[src/rtl/im_loader_if.sv]
// Byte-stream input and instruction-memory write port of the boot loader.
// No logic inside. The interface only bundles the signals.
// The loader pulls bytes with in_valid/in_ready and pushes words with a one-cycle we strobe.
interface im_loader_if;
  logic        in_valid;
  logic        in_ready;
  logic [7:0]  in_byte;
  logic        we;
  logic [31:0] waddr;
  logic [31:0] wdata;

  // Host side: sources the byte stream and observes the memory writes.
  modport master (
    output in_valid, in_byte,
    input  in_ready, we, waddr, wdata
  );

  // Loader side: consumes the byte stream and drives the memory writes.
  modport slave (
    input  in_valid, in_byte,
    output in_ready, we, waddr, wdata
  );
endinterface

[src/rtl/im_loader.sv]
// Boot loader: turns a length-prefixed big-endian byte stream into instruction-memory word writes.
// Latency: we fires 1 cycle after the 4th byte of a word. done/busy-fall follow 1 cycle after the last we.
// Backpressure: in_ready is registered and high only in LEN_HI/LEN_LO/DATA. Upstream stalls only pause the loader.
module im_loader #(
  parameter logic [31:0] BASE_ADDR = 32'h0000_3000,
  parameter int          DEPTH     = 4096
) (
  input  logic        clk,
  input  logic        reset_n,
  input  logic        start,
  im_loader_if.slave  bus,
  output logic        busy,
  output logic        cpu_hold,
  output logic        done,
  output logic        err
);

  typedef enum logic [2:0] {IDLE, LEN_HI, LEN_LO, DATA, FLUSH, DONE, ERR} state_t;

  localparam logic [16:0] DepthLim = 17'(DEPTH);

  state_t      state;
  logic [7:0]  lenHi;
  logic [15:0] lenWords;
  logic [23:0] shiftReg;   // the three earlier bytes of the word being assembled
  logic [1:0]  byteCnt;
  logic [12:0] index;      // 13 bits so that a full DEPTH=4096 load fits

  logic        accept;
  logic [15:0] lenNext;
  logic [31:0] wordNext;
  logic        lastWord;

  assign accept   = bus.in_valid && bus.in_ready;
  assign lenNext  = {lenHi, bus.in_byte};
  assign wordNext = {shiftReg, bus.in_byte};
  assign lastWord = ({3'b000, index} == (lenWords - 16'd1));

  // The CPU is held for exactly as long as a load is in progress.
  assign cpu_hold = busy;

  // Load sequencer. Every output is registered, and we is cleared each cycle unless a word completes.
  always_ff @(posedge clk or negedge reset_n) begin
    if (!reset_n) begin
      state        <= IDLE;
      lenHi        <= 8'h00;
      lenWords     <= 16'h0000;
      shiftReg     <= 24'h000000;
      byteCnt      <= 2'd0;
      index        <= 13'd0;
      bus.in_ready <= 1'b0;
      bus.we       <= 1'b0;
      bus.waddr    <= BASE_ADDR;
      bus.wdata    <= 32'h0000_0000;
      busy         <= 1'b0;
      done         <= 1'b0;
      err          <= 1'b0;
    end else begin
      bus.we <= 1'b0;
      case (state)
        IDLE, DONE, ERR: begin
          if (start) begin
            state        <= LEN_HI;
            bus.in_ready <= 1'b1;
            busy         <= 1'b1;
            done         <= 1'b0;
            err          <= 1'b0;
            index        <= 13'd0;
            byteCnt      <= 2'd0;
          end
        end
        LEN_HI: begin
          if (accept) begin
            lenHi <= bus.in_byte;
            state <= LEN_LO;
          end
        end
        LEN_LO: begin
          if (accept) begin
            lenWords <= lenNext;
            if (lenNext == 16'd0) begin
              state        <= DONE;
              bus.in_ready <= 1'b0;
              busy         <= 1'b0;
              done         <= 1'b1;
            end else if ({1'b0, lenNext} > DepthLim) begin
              // Oversized image: refuse the rest of the stream.
              state        <= ERR;
              bus.in_ready <= 1'b0;
              busy         <= 1'b0;
              err          <= 1'b1;
            end else begin
              state <= DATA;
            end
          end
        end
        DATA: begin
          if (accept) begin
            shiftReg <= wordNext[23:0];
            byteCnt  <= byteCnt + 2'd1;
            if (byteCnt == 2'd3) begin
              bus.we    <= 1'b1;
              bus.wdata <= wordNext;
              bus.waddr <= BASE_ADDR + {17'd0, index, 2'b00};
              index     <= index + 13'd1;
              if (lastWord) begin
                // The final write is issued during FLUSH. After that, the CPU is released.
                state        <= FLUSH;
                bus.in_ready <= 1'b0;
              end
            end
          end
        end
        FLUSH: begin
          state <= DONE;
          busy  <= 1'b0;
          done  <= 1'b1;
        end
        default: state <= IDLE;
      endcase
    end
  end

endmodule
[src/flat_wrapper.sv]
// flat-port wrapper written by rule: the top's interface ports become plain ports
module im_loader_flat 
#(
  parameter logic [31:0] BASE_ADDR = 32'h0000_3000,
  parameter int          DEPTH     = 4096
)
  (clk, reset_n, start, busy, cpu_hold, done, err, bus_in_valid, bus_in_byte, bus_in_ready, bus_we, bus_waddr, bus_wdata);
  im_loader_if bus_i ();
  input  logic clk;
  input  logic reset_n;
  input  logic start;
  output logic busy;
  output logic cpu_hold;
  output logic done;
  output logic err;
  input wire logic [$bits(bus_i.in_valid)-1:0] bus_in_valid;
  input wire logic [$bits(bus_i.in_byte)-1:0] bus_in_byte;
  output wire logic [$bits(bus_i.in_ready)-1:0] bus_in_ready;
  output wire logic [$bits(bus_i.we)-1:0] bus_we;
  output wire logic [$bits(bus_i.waddr)-1:0] bus_waddr;
  output wire logic [$bits(bus_i.wdata)-1:0] bus_wdata;
  assign bus_i.in_valid = bus_in_valid;
  assign bus_i.in_byte = bus_in_byte;
  assign bus_in_ready = bus_i.in_ready;
  assign bus_we = bus_i.we;
  assign bus_waddr = bus_i.waddr;
  assign bus_wdata = bus_i.wdata;
  im_loader #(.BASE_ADDR(BASE_ADDR), .DEPTH(DEPTH)) u_core (.clk(clk), .reset_n(reset_n), .start(start), .bus(bus_i), .busy(busy), .cpu_hold(cpu_hold), .done(done), .err(err));
endmodule
[config.mk]
export PLATFORM = sky130hd
export DESIGN_NAME = im_loader_flat
export DESIGN_NICKNAME = d
export VERILOG_FILES = /design/src/rtl/im_loader_if.sv /design/src/rtl/im_loader.sv /design/src/flat_wrapper.sv
export SDC_FILE = /design/constraint.sdc
export NUM_CORES = 1
export LEC_CHECK = 0
export CAP_MARGIN = 20
export CORE_ASPECT_RATIO = 1.75
export CORE_MARGIN = 2
export CORE_UTILIZATION = 30
export DETAILED_ROUTE_END_ITERATION = 16
export MAX_ROUTING_LAYER = met4
export PLACE_DENSITY = 0.59
export SLEW_MARGIN = 20
export SYNTH_ARGS = -nofsm -noshare
export SYNTH_HDL_FRONTEND = slang
export SYNTH_SLANG_ARGS = --single-unit
[constraint.sdc]
create_clock -name clk -period 2.41 [get_ports clk]
set_input_delay 0.3615 -clock clk [delete_from_list [all_inputs] [get_ports clk]]
set_output_delay 0.3615 -clock clk [all_outputs]
set_load 0.01 [all_outputs]
== Yosys cells after proc, flatten, opt, wreduce, memory -nomap -nowiden ==
Index checks and enable logic that the tools add are counted.

* Flip-flop bits (word level): 135
* Input port bits: 12
* Output and inout port bits: 70
* Word-level logic and storage cells: 91

* Add/subtract/negate cells: 4
* Magnitude comparators: 1
* Equality and inequality tests: 18
* Mux-type cells: 36
* Reductions and logical operators: 19

{| class="wikitable"
|+ Operator list
! kind !! count
|-
| $mux W13 || 3
|-
| $pmux W13 S2 || 1
|-
| $mux W3 || 8
|-
| $add A14 B15 Y16 const A || 1
|-
| $eq A13 B16 Y1 || 1
|-
| $gt A16 B13 Y1 const B || 1
|-
| $logic_not A16 Y1 || 1
|-
| $mux W1 || 16
|-
| $sub A16 B1 Y16 const B || 1
|-
| $pmux W3 S5 || 1
|-
| $ne A2 B1 Y1 const B || 7
|-
| $add A13 B1 Y13 const B || 1
|-
| $reduce_and A4 Y1 || 3
|-
| $eq A3 B3 Y1 const B || 3
|-
| $pmux W1 S3 || 3
|-
| $reduce_and A7 Y1 || 1
|-
| $eq A3 B2 Y1 const B || 2
|-
| $reduce_and A2 Y1 || 3
|-
| $reduce_and A3 Y1 || 2
|-
| $reduce_and A6 Y1 || 1
|-
| $reduce_bool A3 Y1 || 2
|-
| $reduce_and A5 Y1 || 1
|-
| $mux W2 || 2
|-
| $ne A2 B2 Y1 const B || 2
|-
| other kinds (10) || 11
|}

== Longest topological paths before layout ==
* Depth after elaboration: 6
* Gate-level depth with buffers: 8
* Gate-level depth less buffers: 8

== Worst setup path before layout ==
No wires, ideal clock.

* Path type: reg2reg
* Start: register u_core.lenWords[0]
* End: register u_core.bus.in_ready
* Setup time: 0.140 ns
* Arrival time: 1.946 ns
* Data required time: 2.270 ns
* Path slack: 0.324 ns
* Cell stages (with the launch flop): 9
* Buffers on the path: 0
* Period minus slack after synthesis: 2.086 ns
* Cells stage by stage: dfrtp_1 -> inv_1 -> ha_1 -> nor3b_2 -> mux2i_1 -> a22o_2 -> o211ai_1 -> nor4_2 -> o211ai_1

* Longest elaborated chain between the ends: 4

{| class="wikitable"
|+ RTL lines
! item !! line !! source
|-
| start: declaration || im_loader.sv:24 || <nowiki>logic [15:0] lenWords;</nowiki>
|-
| start signal: assignment || im_loader.sv:80 || <nowiki>lenWords <= lenNext;</nowiki>
|-
| $sub A16 B1 Y16 || im_loader.sv:37 || <nowiki>assign lastWord = ({3'b000, index} == (lenWords - 16'd1));</nowiki>
|-
| $eq A13 B16 Y1 || im_loader.sv:37 ||
|-
| $ne A2 B1 Y1 (no line) || - ||
|-
| $reduce_and A7 Y1 (no line) || - ||
|-
| end signal: assignment || im_loader.sv:51 || <nowiki>bus.in_ready <= 1'b0;</nowiki>
|-
| end signal: assignment || im_loader.sv:64 || <nowiki>bus.in_ready <= 1'b1;</nowiki>
|-
| end signal: assignment || im_loader.sv:83 || <nowiki>bus.in_ready <= 1'b0;</nowiki>
|-
| end: declaration || im_loader_if.sv:21 || <nowiki>output in_ready, we, waddr, wdata</nowiki>
|}

Every way passes these cells.
A chain may end at the register's enable or synchronous reset.

== Worst setup path in the final report ==
* Start: register u_core.lenWords[0]
* End: register u_core.state[2]

* Longest elaborated chain between the ends: 4

{| class="wikitable"
|+ RTL lines
! item !! line !! source
|-
| $sub A16 B1 Y16 || im_loader.sv:37 ||
|-
| $eq A13 B16 Y1 || im_loader.sv:37 ||
|-
| $ne A2 B1 Y1 (no line) || - ||
|-
| $reduce_and A6 Y1 (no line) || - ||
|-
| end signal: assignment || im_loader.sv:45 || <nowiki>state <= IDLE;</nowiki>
|-
| end signal: assignment || im_loader.sv:63 || <nowiki>state <= LEN_HI;</nowiki>
|-
| end signal: assignment || im_loader.sv:75 || <nowiki>state <= LEN_LO;</nowiki>
|-
| end: declaration || im_loader.sv:22 || <nowiki>state_t state;</nowiki>
|}

Every way passes these cells.

==> metrics.cfg <==
[synth]
synth_seq_cells = 117
yosysTopAreaCell = dfrtp_1
synth_cells = 462
yosysMostFrequentCell = dfrtp_1
synth.avg_cell_area_um2 = 12.1
seq_area_frac_synth_pct = 52.6
ys_top_cells_by_area = dfrtp_1 52%, mux2_1 8.7%, mux2_2 8.7%
ys_warn_count = 0
synth_top_area_share_pct = 51.6
synth-edff-count = 0
syn-cell-area_um2 = 5570
yosysUniqueCellTypes = 68
ys.flop_type = dfrtp_1
synth_common_cells = 115 x dfrtp_1, 43 x mux2_1, 43 x mux2_2
async_flop_share_pct = 100

[detailed_routing]
drc = 0
wl_um = 13500
drtIter0Drc = 179
antenna_left = 0
vias_per_cell = 4.84
vias = 3951
dr.pass1.iters = 5
wl_per_cell_um = 16.5

[outcome]
outcome = complete, no violations

[global_route]
grt_max_degree = 46
grt_pass1_vias = 4171
grt_usage_pct = 14.9
grt_pass1_wl_um = 21900
grt_antenna_before_repair = 0
grt_overflow = 0

[cts]
clk_pin_slew_ns = 0.06
cts-resized-gates = 0
cts_buffers = 17
clock_latency_ns = 0.42
cts_tree = done
postCtsSetupBuffers = 0
htree_num_levels = 4
clk_path_buf_depth = 2
clk_root_buffer_cell = clkbuf_16
cts_sinks = 117

[placement]
port_buffers = 63
place.detailed.hpwl_um = 9970
dpl_worst_slack_ns = -0.200
routabilityCongestion = 0.817

[timing]
slew_headroom_pct = 57.3
setup-tns-final_ns = 0
min_period_over_period_pct = 94.3
max_freq_mhz = 440
period_needed_ns = 2.27
drv_slew = 0
setup_slack_ns = 0.137
setup_viol = 0
rsz0062_at_grt = false
fin_skew_ns = 0.0106
tightest_slew_ns = 0.640
final_hold_viol_count = 0

[power_and_ir_drop]
leakage_nw = 3.21
power_density_nw_per_um2 = 1140
ir_worst_vdd_uv = 581

[worst_hold_path]
worstHoldPathCells = 2
hold_class = reg -> reg

[setup_path]
critical_path_arrival_ns = 2.58
cpMostUsedCell = buf_4
required_ns = 2.71
path_max_fanout = 7
r2r_cells = 10
cp_num_buf_inv = 3
critical_path_class = reg -> reg
crit_cells = 10
cp_top_family = compound AO/OA/AOI/OAI gates
end_kind = flop
start_kind = flop
cp_cell_sequence = inv_1 > ha_1 > nor3b_2 > buf_4 > xnor2_1 > a22o_2 > o211ai_1 > nor4_2 > buf_4 > o21a_1
critPathMaxStageDelay_ns = 0.47
cpMaxStageDelayCell = dfrtp_1

[job]
cap_violations = 0

[layout]
drive_gt1_share_pct = 23.9
fillers = 1765
n_antenna_cell = 0
area_growth_pct = 30.9
nets = 582

[floorplanning]
die_w_um = 107
io_pins = 82
rows = 66
dieArea_um2 = 19700
die_h_um = 184
start_util_pct = 30.3
core_um2 = 18400

cells in the final DEF (no fill, tap or decap), types with 4 or more instances in the layout:
cell type,netlist,routed
inv_1,13,13
clkinvlp_4,0,6
xnor2_1,14,14
buf_12,0,4
or4_1,4,4
a31oi_1,5,5
nor2_1,19,19
a21oi_1,14,14
conb_1,1,18
mux2_1,43,43
nand2_1,27,27
xor2_1,7,7
buf_4,19,35
o21ai_0,13,13
o21ai_1,14,14
dfrtp_1,115,115
nand4_1,5,5
nor3_1,6,6
or3_1,5,5
nor2b_1,4,4
mux2_2,43,43
clkbuf_16,0,17
nand3_1,8,8
clkdlybuf4s50_1,0,62
ha_1,5,5
final cells by class:
| class | instances | area (µm²) | area share [%] |
|---|---|---|---|
| well taps | 238 | 298 | 4.08 |
| clock buffers | 17 | 425 | 5.83 |
| repair buffers | 102 | 973 | 13.3 |
| flip-flops and latches | 117 | 2930 | 40.2 |
| inverters | 14 | 52.6 | 0.720 |
| multi-input cells | 313 | 2430 | 33.4 |
| clock inverters | 15 | 180 | 2.47 |
final timing paths:
path	slack [ns]	endpoint	startpoint
worst max-delay path	0.14	u_core.state[2]	u_core.lenWords[0]
worst min-delay path	0.46	u_core.bus.waddr[12]	u_core.bus.waddr[12]
worst max register to register	0.14	u_core.state[2]	u_core.lenWords[0]
worst min register to register	0.46	u_core.bus.waddr[12]	u_core.bus.waddr[12]
max in group asynchronous	1.26	u_core.bus.we	reset_n
min in group asynchronous	0.51	u_core.bus.wdata[6]	reset_n
registers in the layout, indices dropped and copies added (netlist names):
register             count
u_core.state             3
u_core.bus.wdata        32
u_core.bus.we            1
u_core.index            13
u_core.byteCnt           2
u_core.bus.in_ready      1
u_core.bus.waddr        14
u_core.lenWords         16
u_core.shiftReg         24
u_core.busy              1
u_core.lenHi             8
u_core.done              1
u_core.err               1
worst reg2reg max path: cells and delay by family, from the launching register on:
| kind | cells | cell delay (ns) |
|---|---|---|
| adder cells (fa/ha/maj) | 1 | 0.23 |
| buffers and inverters | 3 | 0.44 |
| flip-flops | 1 | 0.47 |
| AO/OA/AOI/OAI | 3 | 0.66 |
| AND/OR/NAND/NOR | 2 | 0.24 |
| XOR/XNOR | 1 | 0.12 |
repair_timing:
item | CTS | global route
endpoints found under the hold margin | 38 | 0
hold buffers | 1 | 0
setup endpoints to repair | 0 | 0
kinds of logic (layout without fill, tap and decap cells):
| family | Yosys count | count (layout) | synth area share [%] |
|---|---|---|---|
| simple gates | 109 | 109 | 12.0 |
| buf+inv | 49 | 148 | 4.89 |
| xor+xnor | 21 | 21 | 3.30 |
| other cells | 1 | 18 | 0.0673 |
| mux | 89 | 89 | 17.9 |
| compound gates | 71 | 71 | 8.15 |
| fa+ha+maj | 5 | 5 | 1.12 |
| flops | 117 | 117 | 52.6 |
report_power, final:
group	switching [mW]	internal, mW	leakage, nW
sequential	0.584	2.59	1.52
clock	0.965	1.63	0.278
combinational	1.17	1.39	1.42
layer usage:
layer  vias up  GRT usage (%)  part of all wire, %
met5         -              -                    0
met4         0           7.79                  2.8
met2       105           26.7                   56
met3        21           2.90                  3.5
li1       1829              -                    -
met1      1996           15.1                   37
through the flow:
step | cells | instance area [µm²] | util, % | hold WS [ns] | power [mW]
floorplan | 479 | 5640 | - | 0.0659 | 4.76
detailed placement | 783 | 6680 | 36.3 | 0.435 | 5.78
global placement | 783 | 6680 | 36.3 | 0.418 | 5.67
global route | 816 | 7290 | 39.6 | 0.494 | 8.79
finish | 816 | 7290 | 39.6 | 0.461 | 8.32
CTS | 816 | 7290 | 39.6 | 0.466 | 8.41
No activity file was read; power rests on OpenSTA's default activity.
